<file path="src/rtl/seg7_scan_ctrl.sv">
// Eight-digit seven-segment scan controller with a tear-free load handshake.
// A captured value waits in a shadow register and is committed only at the end of a full scan frame.
module seg7_scan_ctrl #(
    parameter int REFRESH_DIV = 100000
) (
    input  logic        clk,
    input  logic        reset,
    input  logic [31:0] value_in,
    input  logic        load,
    input  logic        blank_lz,
    input  logic [7:0]  digit_mask,
    output logic        busy,
    output logic        load_ack,
    output logic [6:0]  out7,
    output logic [7:0]  en_out
);

    localparam int PRE_W = (REFRESH_DIV > 1) ? $clog2(REFRESH_DIV) : 1;
    localparam logic [PRE_W-1:0] PRE_LAST = PRE_W'(REFRESH_DIV - 1);
    localparam logic [PRE_W-1:0] PRE_ONE  = PRE_W'(1);

    typedef enum logic [1:0] {
        OUT_DARK  = 2'd0,
        OUT_BLANK = 2'd1,
        OUT_LIT   = 2'd2
    } out_state_t;

    logic [PRE_W-1:0] pre_q, pre_d;
    logic [2:0]       dig_q, dig_d;
    logic [31:0]      shadow_q, shadow_d;
    logic [31:0]      disp_q, disp_d;
    logic             pending_q, pending_d;
    logic             load_ack_q, load_ack_d;

    out_state_t       out_state_q, out_state_d;
    logic [2:0]       out_dig_q, out_dig_d;
    logic [6:0]       out_seg_q, out_seg_d;

    logic             tick;
    logic             frame_end;
    logic [3:0]       cur_nib;
    logic [7:0]       lz_blank_vec;
    logic [7:0]       dig_onehot;

    function automatic logic [6:0] seg_decode(input logic [3:0] nib);
        logic [6:0] seg;
        case (nib)
            4'h0:    seg = 7'b0000001;
            4'h1:    seg = 7'b1001111;
            4'h2:    seg = 7'b0010010;
            4'h3:    seg = 7'b0000110;
            4'h4:    seg = 7'b1001100;
            4'h5:    seg = 7'b0100100;
            4'h6:    seg = 7'b0100000;
            4'h7:    seg = 7'b0001111;
            4'h8:    seg = 7'b0000000;
            4'h9:    seg = 7'b0000100;
            4'hA:    seg = 7'b0001000;
            4'hB:    seg = 7'b1100000;
            4'hC:    seg = 7'b0110001;
            4'hD:    seg = 7'b1000010;
            4'hE:    seg = 7'b0110000;
            default: seg = 7'b0111000;
        endcase
        return seg;
    endfunction

    // Scan timing: prescaler and digit index
    assign tick      = (pre_q == PRE_LAST);
    assign frame_end = tick && (dig_q == 3'd7);

    always_comb begin
        pre_d = tick ? '0 : pre_q + PRE_ONE;
        dig_d = tick ? dig_q + 3'd1 : dig_q;
    end

    // Commit takes priority; while pending any new load is simply ignored.
    always_comb begin
        shadow_d   = shadow_q;
        disp_d     = disp_q;
        pending_d  = pending_q;
        load_ack_d = 1'b0;
        if (frame_end && pending_q) begin
            disp_d     = shadow_q;
            pending_d  = 1'b0;
            load_ack_d = 1'b1;
        end else if (load && !pending_q) begin
            shadow_d  = value_in;
            pending_d = 1'b1;
        end
    end

    always_ff @(posedge clk or posedge reset) begin
        if (reset) begin
            pre_q      <= '0;
            dig_q      <= 3'd0;
            shadow_q   <= 32'd0;
            disp_q     <= 32'd0;
            pending_q  <= 1'b0;
            load_ack_q <= 1'b0;
        end else begin
            pre_q      <= pre_d;
            dig_q      <= dig_d;
            shadow_q   <= shadow_d;
            disp_q     <= disp_d;
            pending_q  <= pending_d;
            load_ack_q <= load_ack_d;
        end
    end

    assign busy     = pending_q;
    assign load_ack = load_ack_q;

    // Digit i is a leading zero when it and every more-significant nibble is zero.
    genvar gi;
    generate
        for (gi = 0; gi < 8; gi++) begin : g_lz
            if (gi == 0) begin : g_first
                assign lz_blank_vec[gi] = 1'b0;
            end else begin : g_upper
                assign lz_blank_vec[gi] = blank_lz && (disp_q[31:4*gi] == '0);
            end
        end
    endgenerate

    assign cur_nib = disp_q[{dig_q, 2'b00} +: 4];

    // Output state register
    always_ff @(posedge clk or posedge reset) begin
        if (reset) begin
            out_state_q <= OUT_DARK;
            out_dig_q   <= 3'd0;
            out_seg_q   <= 7'h7F;
        end else begin
            out_state_q <= out_state_d;
            out_dig_q   <= out_dig_d;
            out_seg_q   <= out_seg_d;
        end
    end

    // Output next state: classify the digit currently addressed by the scan.
    always_comb begin
        out_dig_d = dig_q;
        out_seg_d = seg_decode(cur_nib);
        if (!digit_mask[dig_q]) begin
            out_state_d = OUT_DARK;
        end else if (lz_blank_vec[dig_q]) begin
            out_state_d = OUT_BLANK;
        end else begin
            out_state_d = OUT_LIT;
        end
    end

    generate
        for (gi = 0; gi < 8; gi++) begin : g_onehot
            assign dig_onehot[gi] = (out_dig_q == 3'(gi));
        end
    endgenerate

    // Output decode
    always_comb begin
        out7   = 7'h7F;
        en_out = 8'hFF;
        case (out_state_q)
            OUT_BLANK: begin
                en_out = ~dig_onehot;
            end
            OUT_LIT: begin
                en_out = ~dig_onehot;
                out7   = out_seg_q;
            end
            default: begin
                out7   = 7'h7F;
                en_out = 8'hFF;
            end
        endcase
    end

endmodule
</file>
<file path="config.mk">
export PLATFORM = sky130hd
export DESIGN_NAME = seg7_scan_ctrl
export DESIGN_NICKNAME = d
export VERILOG_FILES = /design/src/rtl/seg7_scan_ctrl.sv
export SDC_FILE = /design/constraint.sdc
export NUM_CORES = 1
export LEC_CHECK = 0
export CAP_MARGIN = 10
export CORE_MARGIN = 2
export CORE_UTILIZATION = 50
export DETAILED_ROUTE_END_ITERATION = 8
export PLACE_DENSITY = 0.77
export SYNTH_ARGS = -nofsm -noshare
export SYNTH_HDL_FRONTEND = slang
export SYNTH_SLANG_ARGS = --single-unit
</file>
<file path="constraint.sdc">
create_clock -name clk -period 3.6 [get_ports clk]
set_input_delay 0.9 -clock clk [delete_from_list [all_inputs] [get_ports clk]]
set_output_delay 0.9 -clock clk [all_outputs]
set_load 0.02 [all_outputs]
</file>
# --- Yosys cells after proc, flatten, opt, wreduce, memory -nomap -nowiden ---
# Memories as Yosys holds them, arrays and structs flattened. A register that Yosys moved wholly into a read port is not among the register bits.
# Cells that the tools add are included.
# W data, S select, Z words.
classes:
  n_addsub: 2
  mul: 0
  div: 0
  n_lt_le_gt_ge: 1
  eq_ne: 11
  shift: 1
  muxes: 12
  bitwise: 2
  n_reduce_logical: 22
ops:
  columns: ["operator", "count"]
  rows:
  - ["$shiftx A32 B6 Y4", 1]
  - ["$logic_not A28 Y1", 1]
  - ["$logic_not A24 Y1", 1]
  - ["$logic_not A20 Y1", 1]
  - ["$add A17 B1 Y17 const B", 1]
  - ["$eq A17 B17 Y1 const B", 1]
  - ["$mux W17", 1]
  - ["$logic_not A16 Y1", 1]
  - ["$eq A3 B3 Y1 const B", 5]
  - ["$logic_not A12 Y1", 1]
  - ["$logic_and A1 B1 Y1", 10]
  - ["$logic_not A8 Y1", 1]
  - ["$mux W8", 1]
  - ["$not A8 Y8", 1]
  - ["$mux W7", 1]
  - ["$bmux W1 S3", 2]
  - ["$eq A3 B2 Y1 const B", 2]
  - ["$mux W1", 5]
  - ["$logic_not A4 Y1", 1]
  - ["$lt A3 B4 Y1 const B", 1]
  - ["$mux W2", 2]
  - ["$add A3 B1 Y3 const B", 1]
  - ["$eq A3 B1 Y1 const B", 1]
  - ["$logic_not A3 Y1", 1]
  - ["7 further kinds", 7]
word_totals:
  reg_bits: 91
  latchBits: 0
  ram_bits: 0
  rom_bits: 112
  n_memories: 1
mem_list:
  columns: ["memory", "words", "word_bits", "read_ports", "rd_clocked_by_memory_dff", "write_ports", "line", "source"]
  rows:
  - ["(name not given)", 16, 7, 1, 1, 0, "47", "case (nib)"]

# --- Longest topological paths before layout ---
logic_depth:
  word_depth: 6
  depth_mapped: 9
  ltp_nobuf: 7

# --- Worst setup path after synthesis ---
# Ideal clock, no wire load.
synth_path:
  kind: "reg-to-reg"
  start: "reg dig_q[0]"
  end: "reg out_seg_q[6]"
  arrival_ns: 1.994
  required_time_ns: 3.516
  slack_ns: 1.521
  path_stages_with_launch: 9
  n_path_buf: 2
  period_less_slack_ns: 2.079
  cell_sequence: "dfrtp_1 -> buf_6 -> buf_6 -> mux4_2 -> mux2i_2 -> inv_1 -> ha_1 -> a22oi_2 -> o31ai_2"
synth_between:
  elab_chain_cells: 1
synth_lines:
  columns: ["item", "line", "source"]
  rows:
  - ["from (decl)", "29", "logic [2:0] dig_q, dig_d;"]
  - ["from (signal assigned)", "103", "dig_q <= dig_d;"]
  - ["$shiftx A32 B6 Y4", "126", "assign cur_nib = disp_q[{dig_q, 2'b00} +: 4];"]
  - ["to (decl)", "37", "logic [6:0] out_seg_q, out_seg_d;"]
# Every way passes these cells.
# A chain may end at the register's enable or synchronous reset.

# --- Final worst setup path ---
layout_path:
  start: "reg out_state_q[0]"
  end: "out en_out[5]"
layout_between:
  elab_chain_cells: 3
  elab_cells_between_ends: 4
  cone_classes: "2 x eq/ne; 1 x mux; 1 x reduce/logical"
layout_lines:
  columns: ["item", "line", "source"]
  rows:
  - ["from (decl)", "35", "out_state_t out_state_q, out_state_d;"]
  - ["from (signal assigned)", "135", "out_state_q <= out_state_d;"]
  - ["$eq A2 B2 Y1 / $eq A2 B1 Y1 (equally long branches)", "164", "case (out_state_q)"]
  - ["$reduce_or A2 Y1 (no source line) *", null, null]
  - ["$mux W8 *", null, null]
  - ["to (decl)", "15", "output logic [7:0] en_out"]
# Every way passes the cells marked *; elsewhere a longest branch is shown, timed or not.

==> out/qor.tcl <==
set qor(run_status) {complete, no violations}
set qor(hold_path.startpoint) {pre_q[0]}
set qor(die-width_um) 99.9
set qor(irDropWorstVdd_v) 0.000196
set qor(synth-warning-count) 0
set qor(syn_area_per_cell_um2) 13.6
set qor(synth_area_mm2) 0.00460
set qor(finalPower_w) 0.00198
set qor(synth_largest_area_cell) {sky130_fd_sc_hd__dfrtp_1}
set qor(groute.layer.met3.usage) 0.0474
set qor(syn_nets) 391
set qor(fin_util) 0.618
set qor(edff_count_synth) 0
set qor(met1_usage) 0.254
set qor(hold-path-cell-count) 1
set qor(fin_tns_setup_ns) 0
set qor(synth_most_common_cell) {sky130_fd_sc_hd__dfrtp_1}
set qor(top_reg_cell_synth) {sky130_fd_sc_hd__dfrtp_1}
set qor(cts_sinks) 98
set qor(path_class) {reg2out}
set qor(reg2reg_slack_ns) 0.89
set qor(place.detailed.instances) 494
set qor(critical-path-max-stage-delay_ns) 0.56
set qor(holdCritPathClass) {reg2reg}
set qor(r2r-end) {out_seg_q[1]}
set qor(yosys_register_bits) 98
set qor(cts_repair_resize_count) 0
set qor(io_buffer_count) 60
set qor(grt_max_degree) 45
set qor(synth.top_cells.by_count) {sky130_fd_sc_hd__dfrtp_1, sky130_fd_sc_hd__mux2_2, sky130_fd_sc_hd__nor2_1}
set qor(startpoint_type) {register}
set qor(worstSetupEndpointType) {primary output}
set qor(final.period_utilization) 0.787
set qor(critPathBufInv) 2
set qor(boundaryPins) 61
set qor(drc) 0
set qor(post_route_cells_drive_above_1_share) 0.259
set qor(fp.coreArea_mm2) 0.00881
set qor(ant_nets) 0
set qor(worst_slew_margin_rel) 0.379
set qor(power-per-cell-area_mw_per_mm2) 364
set qor(postCtsHoldBufs) 0
set qor(clock_skew_ns) 0.00918
set qor(via_count) 2774
set qor(finalCriticalPeriod_ns) 2.83
set qor(number_of_buffers_on_the_longest_clock_path) 2
set qor(cp.required_ns) 2.70
set qor(synth.yosys.seq_area_share) 0.535
set qor(synth_async_sr_flop_share) 1.00
set qor(h-tree-depth) 3
set qor(hold_viol_final) 0
set qor(rr_worst_depth) 5
set qor(post_cts_setup_buffers) 0
set qor(power.share.switching) 0.219
set qor(clockPowerShare) 0.345
set qor(maxClockFrequency_mhz) 353
set qor(setup_repair_after_global_routing_missed_its_margin) {no}
set qor(critPathArrivalTime_ns) 1.93
set qor(worstSkewPairLatency_ns) 0.37
set qor(synthToLayoutAreaGrowth_pct) 18.3
set qor(detailedRoute.firstIterationViolations) 135
set qor(number_of_global_route_vias_before_repair) 2804
set qor(worstReg2RegStart) {dig_q[0]}
set qor(internal-power_w) 0.00155
set qor(cp_cell_sequence) {inv_1 > ha_1 > nor2_1 > nand3_1 > clkdlybuf4s50_1}
set qor(cts_tree) {built}
set qor(finalWeightedCongestion) 0.912
set qor(power.static_leakage_nw) 2.45
set qor(timing_worst_slew_pin_value_ns) 0.906
set qor(netlist_instances) 337
set qor(pre_repair_dr_iteration_count) 4
set qor(post-dp-hpwl_um) 6090
set qor(finalWirelength_um) 8190
set qor(grt_antenna_before_repair) 0
set qor(min_delay_worst_endpoint) {pre_q[0]}
set qor(worst_path_max_delay_cell) {sky130_fd_sc_hd__clkdlybuf4s50_1}
set qor(root_buffer) {sky130_fd_sc_hd__clkbuf_8}
set qor(netlist_top_cells_area) {sky130_fd_sc_hd__dfrtp_1, sky130_fd_sc_hd__mux2_2, sky130_fd_sc_hd__mux2_4}
set qor(netlist.area_leader.share) 0.495
set qor(via_per_inst) 5.44
set qor(clk_pin_slew_worst_paths_ns) 0.08
set qor(synth.lib_cells_used.distinct) 46
set qor(final.fill_count) 681
set qor(floorplan.die_area_mm2) 0.00998
set qor(final-instance-count-excl-fill) 510
set qor(grt_use_met2) 0.287
set qor(detail_route.wl_per_cell_um) 16.1
set qor(grt_pass1_wl_um) 14100
set qor(global_route.peak_usage_layer) {met2}
set qor(fin_worst_hold_slack_ns) 0.493
set qor(grt_util_all_layers) 0.184
set qor(critical-path-top-delay-family) {buffers and inverters}
set qor(sequentialPowerShare) 0.589
set qor(switchingPower_w) 0.000435
set qor(grt.overflow.total) 0
set qor(numCtsBuffers) 9
set qor(power.combinational.fraction) 0.067
set qor(die_h_um) 99.9
set qor(critPathMaxFanout) 4
set qor(max_cap_viols) 0
set qor(finalMaxSlewViolations) 0
set qor(rows) 34
set qor(final_report_setup_violation_count) 0
set qor(num_antenna_cells) 0
set qor(fin_nets) 451
set qor(initial_standard_cell_utilization_of_the_core) 0.522
==> cells by family after synthesis <==
family,after synthesis,synth area share
mux,83,0.246
fa+ha+maj,10,0.0272
xor+xnor,16,0.0305
flops,98,0.535
buf+inv,23,0.0340
compound gates,16,0.0258
simple gates,91,0.101
==> layout make-up <==
cell class              count  area [µm²]  share of cell area
clock buffers              11         131              0.0241
clock inverters             5        55.1              0.0101
inverters                   8        31.3             0.00575
multi-input cells         216        1980               0.365
flip-flops and latches     98        2460               0.452
well taps                 108         135              0.0248
repair buffers             64         643               0.118
==> per-stage QoR <==
step	setup WS, ns	cell area (µm²)
floorplan	0.150	4600
global placement	1.07	5260
detailed placement	0.903	5260
CTS	0.754	5440
global route	0.628	5440
finish	0.765	5440
==> routing by layer <==
layer  vias to the layer above  routed length [µm]
met4                         0                 130
met1                      1383                3740
li1                       1314                   -
met5                         -                   0
met2                        68                3920
met3                         9                 396
==> worst register-to-register path: stages, from the launching register on <==
cell and delay [ns]:
sky130_fd_sc_hd__dfrtp_1 0.83, sky130_fd_sc_hd__mux4_2 0.60, sky130_fd_sc_hd__mux2i_1 0.73, sky130_fd_sc_hd__inv_1 0.19, sky130_fd_sc_hd__a21oi_1 0.20, sky130_fd_sc_hd__o22ai_1 0.10
==> layout by cell type, fill, tap and decap left out, types with 8 or more instances in the layout <==
cell                              netlist  layout
sky130_fd_sc_hd__mux2_4                20      20
sky130_fd_sc_hd__mux2_2                38      38
sky130_fd_sc_hd__nand2b_1               8       8
sky130_fd_sc_hd__mux2_1                 9       9
sky130_fd_sc_hd__dfrtp_1               91      91
sky130_fd_sc_hd__ha_1                  10      10
sky130_fd_sc_hd__mux4_2                10      10
sky130_fd_sc_hd__nor2_1                22      22
sky130_fd_sc_hd__xnor2_1                8       8
sky130_fd_sc_hd__xor2_1                 8       8
sky130_fd_sc_hd__clkbuf_8               0       9
sky130_fd_sc_hd__nand3_1               10      10
sky130_fd_sc_hd__nand2_1               19      19
sky130_fd_sc_hd__clkdlybuf4s50_1        0      60
==> state kept, by name, indices dropped and copies added, names as in the netlist <==
signal and flops:
out_state_q 2, dig_q 3, out_dig_q 3, out_seg_q 7
busy 1, shadow_q 32, load_ack 1, pre_q 17
disp_q 32
==> power by group through the flow <==
stage                     clock network (W)  registers [W]  logic [W]
after floorplan                           0        0.00118  0.0000655
after global placement                    0        0.00119   0.000133
after detailed placement                  0        0.00119   0.000136
after CTS                          0.000699        0.00117   0.000136
after global routing               0.000745        0.00117   0.000147
final                              0.000683        0.00117   0.000132
==> worst max path at each step <==
stage,from,endpoint,slack (ns),cells past startpoint
floorplan,reset,busy,0.15,1
global placement,dig_q[0],out_seg_q[1],1.07,5
detailed placement,dig_q[0],out_seg_q[1],0.90,5
CTS,out_state_q[0],en_out[5],0.75,5
global route,dig_q[0],out_seg_q[1],0.63,5
finish,out_state_q[0],en_out[5],0.77,5
Power figures use the tool's default switching activity.
